<file path="config.mk">
export PLATFORM = sky130hd
export DESIGN_NAME = fetch_stage
export DESIGN_NICKNAME = d
export VERILOG_FILES = /design/src/rtl/fetch_stage.sv
export SDC_FILE = /design/constraint.sdc
export NUM_CORES = 1
export LEC_CHECK = 0
export BUFFER_PORTS_ARGS = -buffer_cell sky130_fd_sc_hd__buf_4
export CAP_MARGIN = 0
export CORE_UTILIZATION = 51
export CTS_CLUSTER_DIAMETER = 50
export DETAILED_ROUTE_END_ITERATION = 8
export PLACE_DENSITY = 0.81
export SKIP_CTS_REPAIR_TIMING = 1
export SKIP_LAST_GASP = 1
export SLEW_MARGIN = 25
export SYNTH_ARGS = -nofsm -noshare
export SYNTH_HDL_FRONTEND = slang
export SYNTH_SLANG_ARGS = --single-unit
</file>
<file path="constraint.sdc">
create_clock -name clk -period 4 [get_ports clk]
set_input_delay 0.2 -clock clk [delete_from_list [all_inputs] [get_ports clk]]
set_output_delay 0.2 -clock clk [all_outputs]
set_load 0.01 [all_outputs]
</file>
<file path="src/rtl/fetch_stage.sv">
// fetch_stage: program counter, instruction fetch and IF/ID register.
// Optional FETCH_STATS_EN adds fetch_cnt/bubble_cnt counters.
module fetch_stage #(
    parameter logic [31:0] START = 32'h0040_0000,
    parameter int unsigned BYTES = 1024
) (
    input  logic        clk,
    input  logic        rst_n,
    input  logic        stall,
    input  logic        redirect_valid,
    input  logic [31:0] redirect_target,
    output logic [31:0] imem_addr,
    input  logic [31:0] imem_instr,
    output logic        if_id_valid,
    output logic [31:0] if_id_pc,
    output logic [31:0] if_id_pc4,
    output logic [31:0] if_id_instr,
`ifdef FETCH_STATS_EN
    output logic [31:0] fetch_cnt,
    output logic [31:0] bubble_cnt,
`endif
    output logic        fetch_fault,
    output logic [31:0] fault_pc
);

    localparam logic [31:0] LAST = START + 32'(BYTES) - 32'd4;

    typedef enum logic {
        RUN  = 1'b0,
        HALT = 1'b1
    } state_t;

    function automatic logic legal(input logic [31:0] a);
        return (a[1:0] == 2'b00) && (a >= START) && (a <= LAST);
    endfunction

    state_t      state;
    state_t      state_nxt;
    logic [31:0] pc;
    logic [31:0] pc_seq;
    logic        tgt_ok;
    logic        seq_ok;
    logic        pc_load;
    logic [31:0] pc_d;
    logic        fault_load;
    logic [31:0] fault_d;
    logic        slot_fill;
    logic        slot_bubble;

    assign pc_seq      = pc + 32'd4;
    assign tgt_ok      = legal(redirect_target);
    assign seq_ok      = legal(pc_seq);
    assign imem_addr   = pc;
    assign fetch_fault = (state == HALT);

    // State register
    always_ff @(posedge clk) begin
        if (!rst_n) begin
            state <= RUN;
        end else begin
            state <= state_nxt;
        end
    end

    // Next state: a bad redirect target or a bad sequential PC halts
    always_comb begin
        state_nxt = state;
        case (state)
            RUN: begin
                if (redirect_valid) begin
                    if (!tgt_ok) begin
                        state_nxt = HALT;
                    end
                end else if (!stall && !seq_ok) begin
                    state_nxt = HALT;
                end
            end
            HALT: state_nxt = HALT;
        endcase
    end

    // Datapath controls; redirect outranks stall
    always_comb begin
        pc_load     = 1'b0;
        pc_d        = pc;
        fault_load  = 1'b0;
        fault_d     = fault_pc;
        slot_fill   = 1'b0;
        slot_bubble = 1'b0;
        case (state)
            RUN: begin
                if (redirect_valid) begin
                    slot_bubble = 1'b1;
                    if (tgt_ok) begin
                        pc_load = 1'b1;
                        pc_d    = redirect_target;
                    end else begin
                        fault_load = 1'b1;
                        fault_d    = redirect_target;
                    end
                end else if (!stall) begin
                    slot_fill = 1'b1;
                    if (seq_ok) begin
                        pc_load = 1'b1;
                        pc_d    = pc_seq;
                    end else begin
                        fault_load = 1'b1;
                        fault_d    = pc_seq;
                    end
                end
            end
            HALT: slot_bubble = 1'b1;
        endcase
    end

    // Program counter and fault capture
    always_ff @(posedge clk) begin
        if (!rst_n) begin
            pc       <= START;
            fault_pc <= 32'd0;
        end else begin
            if (pc_load) begin
                pc <= pc_d;
            end
            if (fault_load) begin
                fault_pc <= fault_d;
            end
        end
    end

    // IF/ID register; a bubble clears valid and instr, keeps pc/pc4
    always_ff @(posedge clk) begin
        if (!rst_n) begin
            if_id_valid <= 1'b0;
            if_id_pc    <= 32'd0;
            if_id_pc4   <= 32'd0;
            if_id_instr <= 32'd0;
        end else if (slot_fill) begin
            if_id_valid <= 1'b1;
            if_id_pc    <= pc;
            if_id_pc4   <= pc_seq;
            if_id_instr <= imem_instr;
        end else if (slot_bubble) begin
            if_id_valid <= 1'b0;
            if_id_instr <= 32'd0;
        end
    end

`ifdef FETCH_STATS_EN
    // Count valid writes and bubble writes into IF/ID
    always_ff @(posedge clk) begin
        if (!rst_n) begin
            fetch_cnt  <= 32'd0;
            bubble_cnt <= 32'd0;
        end else begin
            if (slot_fill) begin
                fetch_cnt <= fetch_cnt + 32'd1;
            end
            if (slot_bubble) begin
                bubble_cnt <= bubble_cnt + 32'd1;
            end
        end
    end
`endif

endmodule

</file>
==> results.md <==
- Chip height: around 120 um
- Status: completed
- Arrival time at the worst endpoint: 4.00 ns
- Critical Path RT: about 4.3 ns
- Critical path's slowest cell: a2111oi_0
- Clk slew on worst S/H paths: 0.06 ns
- Hold endpoint: if_id_instr[27]$_SDFFE_PN0P_
- Total GRT Usage: just under 30%
- Maximum vdd ir drop: 0.342 mV
- Fraction of registers with async set or reset after synthesis: 0%
- Initial antenna violation count: 0
- Post-Syn Nets: 876
- Crit-path cells: nand4_1, nor4_1, mux2i_1, a2111oi_0, nand3_1, a22oi_2, buf_12, mux2_1
- DRT Pass-1 Iters: 5
- Post-synth top cells: dfxtp_1, nand2_1, nor2_1
- Period utilisation layout: 92.0%
- Number of global-route vias before repair: 6045
- DP HPWL: 13900 um
- Gpl congestion: approximately 0.90
- Hold path depth: 3
- Ranking of synthesized cells by area: dfxtp_1, nand2_1, mux2i_1
- Achievable Freq: 272 MHz
- Die footprint: 14000 sq um
- Leak: 0.00395 uW
- Top cell type's share of synthesized area: 46.4%
- Synth Register Bits: 160
- Worst slew pin tran: 0.931 ns
- Core box area: 13200 sq um
- # fillers: 1098
- Post-synthesis area per instance: 8.56 sq um
- Area leader, netlist: dfxtp_1
- Clk sinks: 160
- Critical Path Source Type: register
- Fin. Hold Viols: 0
- DR vias: 6487
- Max cap viols: 0
- Distinct cells, synth: 57
- Num rows: 42
- Area after DPL: 8620 sq um
- Routed wire per std cell: 16.8 um
- R2R setup slack: 0.32 ns
- Drt total wl: ~20000 um
- N_diodes: 0
- Syn Inst Count: 806
- CTS tree: yes
- Worst Reg-to-Reg Cells: 8
- Initial DRC count: ~770
- Crit. End Element: register
- Sequential element share of the synthesized area: 46.4%
- DR DRC count: 0
- Io pins: 230
- Final setup TNS: 0 ns
- Final Skew: 0.00685 ns
- Effective utilization at floorplan: a little over half
- Grt ovf: 0
- Most frequent cell after synthesis: dfxtp_1
- H-tree levels: 4
- Slew Viols, Final: 0
- RSZ-0062 raised after global routing: false
- TritonCTS Buffers: 17
- Global-route wire length before repair: 31700 um
- Die width: 118 um
- Largest net degree at the start of global routing: 123
- Min Tclk post-route: 3.68 ns
- Design area: around 9200 sq um
- Synth Warn #: 0
- Longest Clk Path Bufs: 2
- Synth Cell Area: 6900 sq um
- Port buffer count: roughly 230
- Pwr/cell area: 408 nW/um^2
- Root Buffer: clkbuf_16
- Vias per std cell: between 5 and 6
- R2R Path End: fault_pc[27]$_SDFFE_PN0P_
- CP peak stage delay: 0.73 ns
- Hold Path Origin: imem_instr[27]
- Endpoints failing setup: 0
- Relative slew slack: 37.9%
- CP Class: reg2reg
- Layout Utilization: 69.8%
- Ys flop type: dfxtp_1
- DRT antenna net count: 0
- R2r startpoint: imem_addr[2]$_SDFFE_PN0P_
- NumNets Final: 1060
- Worst skew pair latency: ~0.44 ns
- Tot Pwr: 3770 uW
- Worst Hold Class: in2reg
- Worst Path Max Fanout: 29
- Post-synth EDFFs: 0
- Layout cells sized above 1: approximately 28%
- Syn-to-layout area delta: 33.9%
==> cell usage in the layout (no fill, tap or decap), types with 7 or more instances in the layout <==
master and count:
buf_4 237, xnor2_1 17, a21oi_1 37, o211ai_1 13, a211oi_1 26, nor3b_1 21, clkbuf_16 17, mux2i_1 41
nor3_1 8, nor4_1 10, nor2_1 78, a22oi_1 32, nand2_1 152, nand4_1 10, xor2_1 12, or3_1 7
dfxtp_1 160, o21ai_0 14, nand3_1 20
==> flip-flops by register name, indices dropped and copies added, names as in the netlist <==
signal / cells
if_id_instr: 32
if_id_pc: 32
if_id_pc4: 30
fault_pc: 32
imem_addr: 32
fetch_fault: 1
if_id_valid: 1
==> report_power, final <==
group / switching, uW / internal (uW) / leakage (uW) / total [uW]
clock: 639 / 1050 / 0.000303 / 1680
sequential: 41.5 / 1650 / 0.00130 / 1690
combinational: 215 / 182 / 0.00235 / 397
total: 895 / 2880 / 0.00395 / 3770
==> final cells by class <==
type | instances | area, sq um | share of cell area [%]
flip-flops and latches | 160 | 3200 | 34.7
well taps | 176 | 220 | 2.38
inverters | 9 | 36.3 | 0.393
clock buffers | 23 | 488 | 5.28
repair buffers | 239 | 1820 | 19.7
multi-input cells | 563 | 3340 | 36.2
clock inverters | 9 | 130 | 1.41
==> per-layer routing <==
| layer | vias up | GRT usage (%) | wire (um) |
|---|---|---|---|
| met2 | 263 | 44.5 | 9190 |
| met5 | - | 0 | 0 |
| met4 | 0 | 12.3 | 488 |
| met1 | 3007 | 39.1 | 8810 |
| li1 | 3178 | - | - |
| met3 | 39 | 6.18 | 1340 |
==> worst max-delay path by stage <==
stage	slack [ns]	to	start	cells past startpoint
3_5_place_dp	0.49	fault_pc[27]$_SDFFE_PN0P_	imem_addr[2]$_SDFFE_PN0P_	9
3_3_place_gp	0.60	fault_pc[27]$_SDFFE_PN0P_	imem_addr[2]$_SDFFE_PN0P_	9
6_report	0.32	fault_pc[27]$_SDFFE_PN0P_	imem_addr[2]$_SDFFE_PN0P_	8
5_1_grt	0.08	fault_pc[28]$_SDFFE_PN0P_	imem_addr[2]$_SDFFE_PN0P_	8
2_1_floorplan	0.85	fault_pc[26]$_SDFFE_PN0P_	imem_addr[2]$_SDFFE_PN0P_	10
4_1_cts	0.46	fault_pc[27]$_SDFFE_PN0P_	imem_addr[2]$_SDFFE_PN0P_	9
==> cells by family (layout without fill, tap and decap cells) <==
| family | Yosys count | after routing | synth area share (%) |
|---|---|---|---|
| adder cells (fa/ha/maj) | 2 | 2 | 0.363 |
| buffers and inverters | 83 | 280 | 5.28 |
| AND/OR/NAND/NOR | 336 | 336 | 22.6 |
| flip-flops | 160 | 160 | 46.4 |
| AO/OA/AOI/OAI | 152 | 152 | 15.2 |
| multiplexers | 44 | 44 | 6.44 |
| XOR/XNOR | 29 | 29 | 3.68 |
==> worst max-delay path, delay by kind of cell, from the launching register on <==
family	cells	cell delay [ns]
AOI/OAI and AO/OA	2	1.03
buffers and inverters	1	0.26
DFF	1	0.49
muxes	2	0.51
and+or+nand+nor	3	1.27
==> through the flow <==
step	cells	setup slack, ns	hold slack [ns]
6_report	1179	0.318	0.0112
5_1_grt	1179	0.0762	0.0135
3_3_place_gp	1147	0.601	0.442
4_1_cts	1179	0.459	0.00447
3_5_place_dp	1147	0.491	0.448
2_1_floorplan	806	0.852	0.363
No activity file was read; power rests on OpenSTA's default activity.
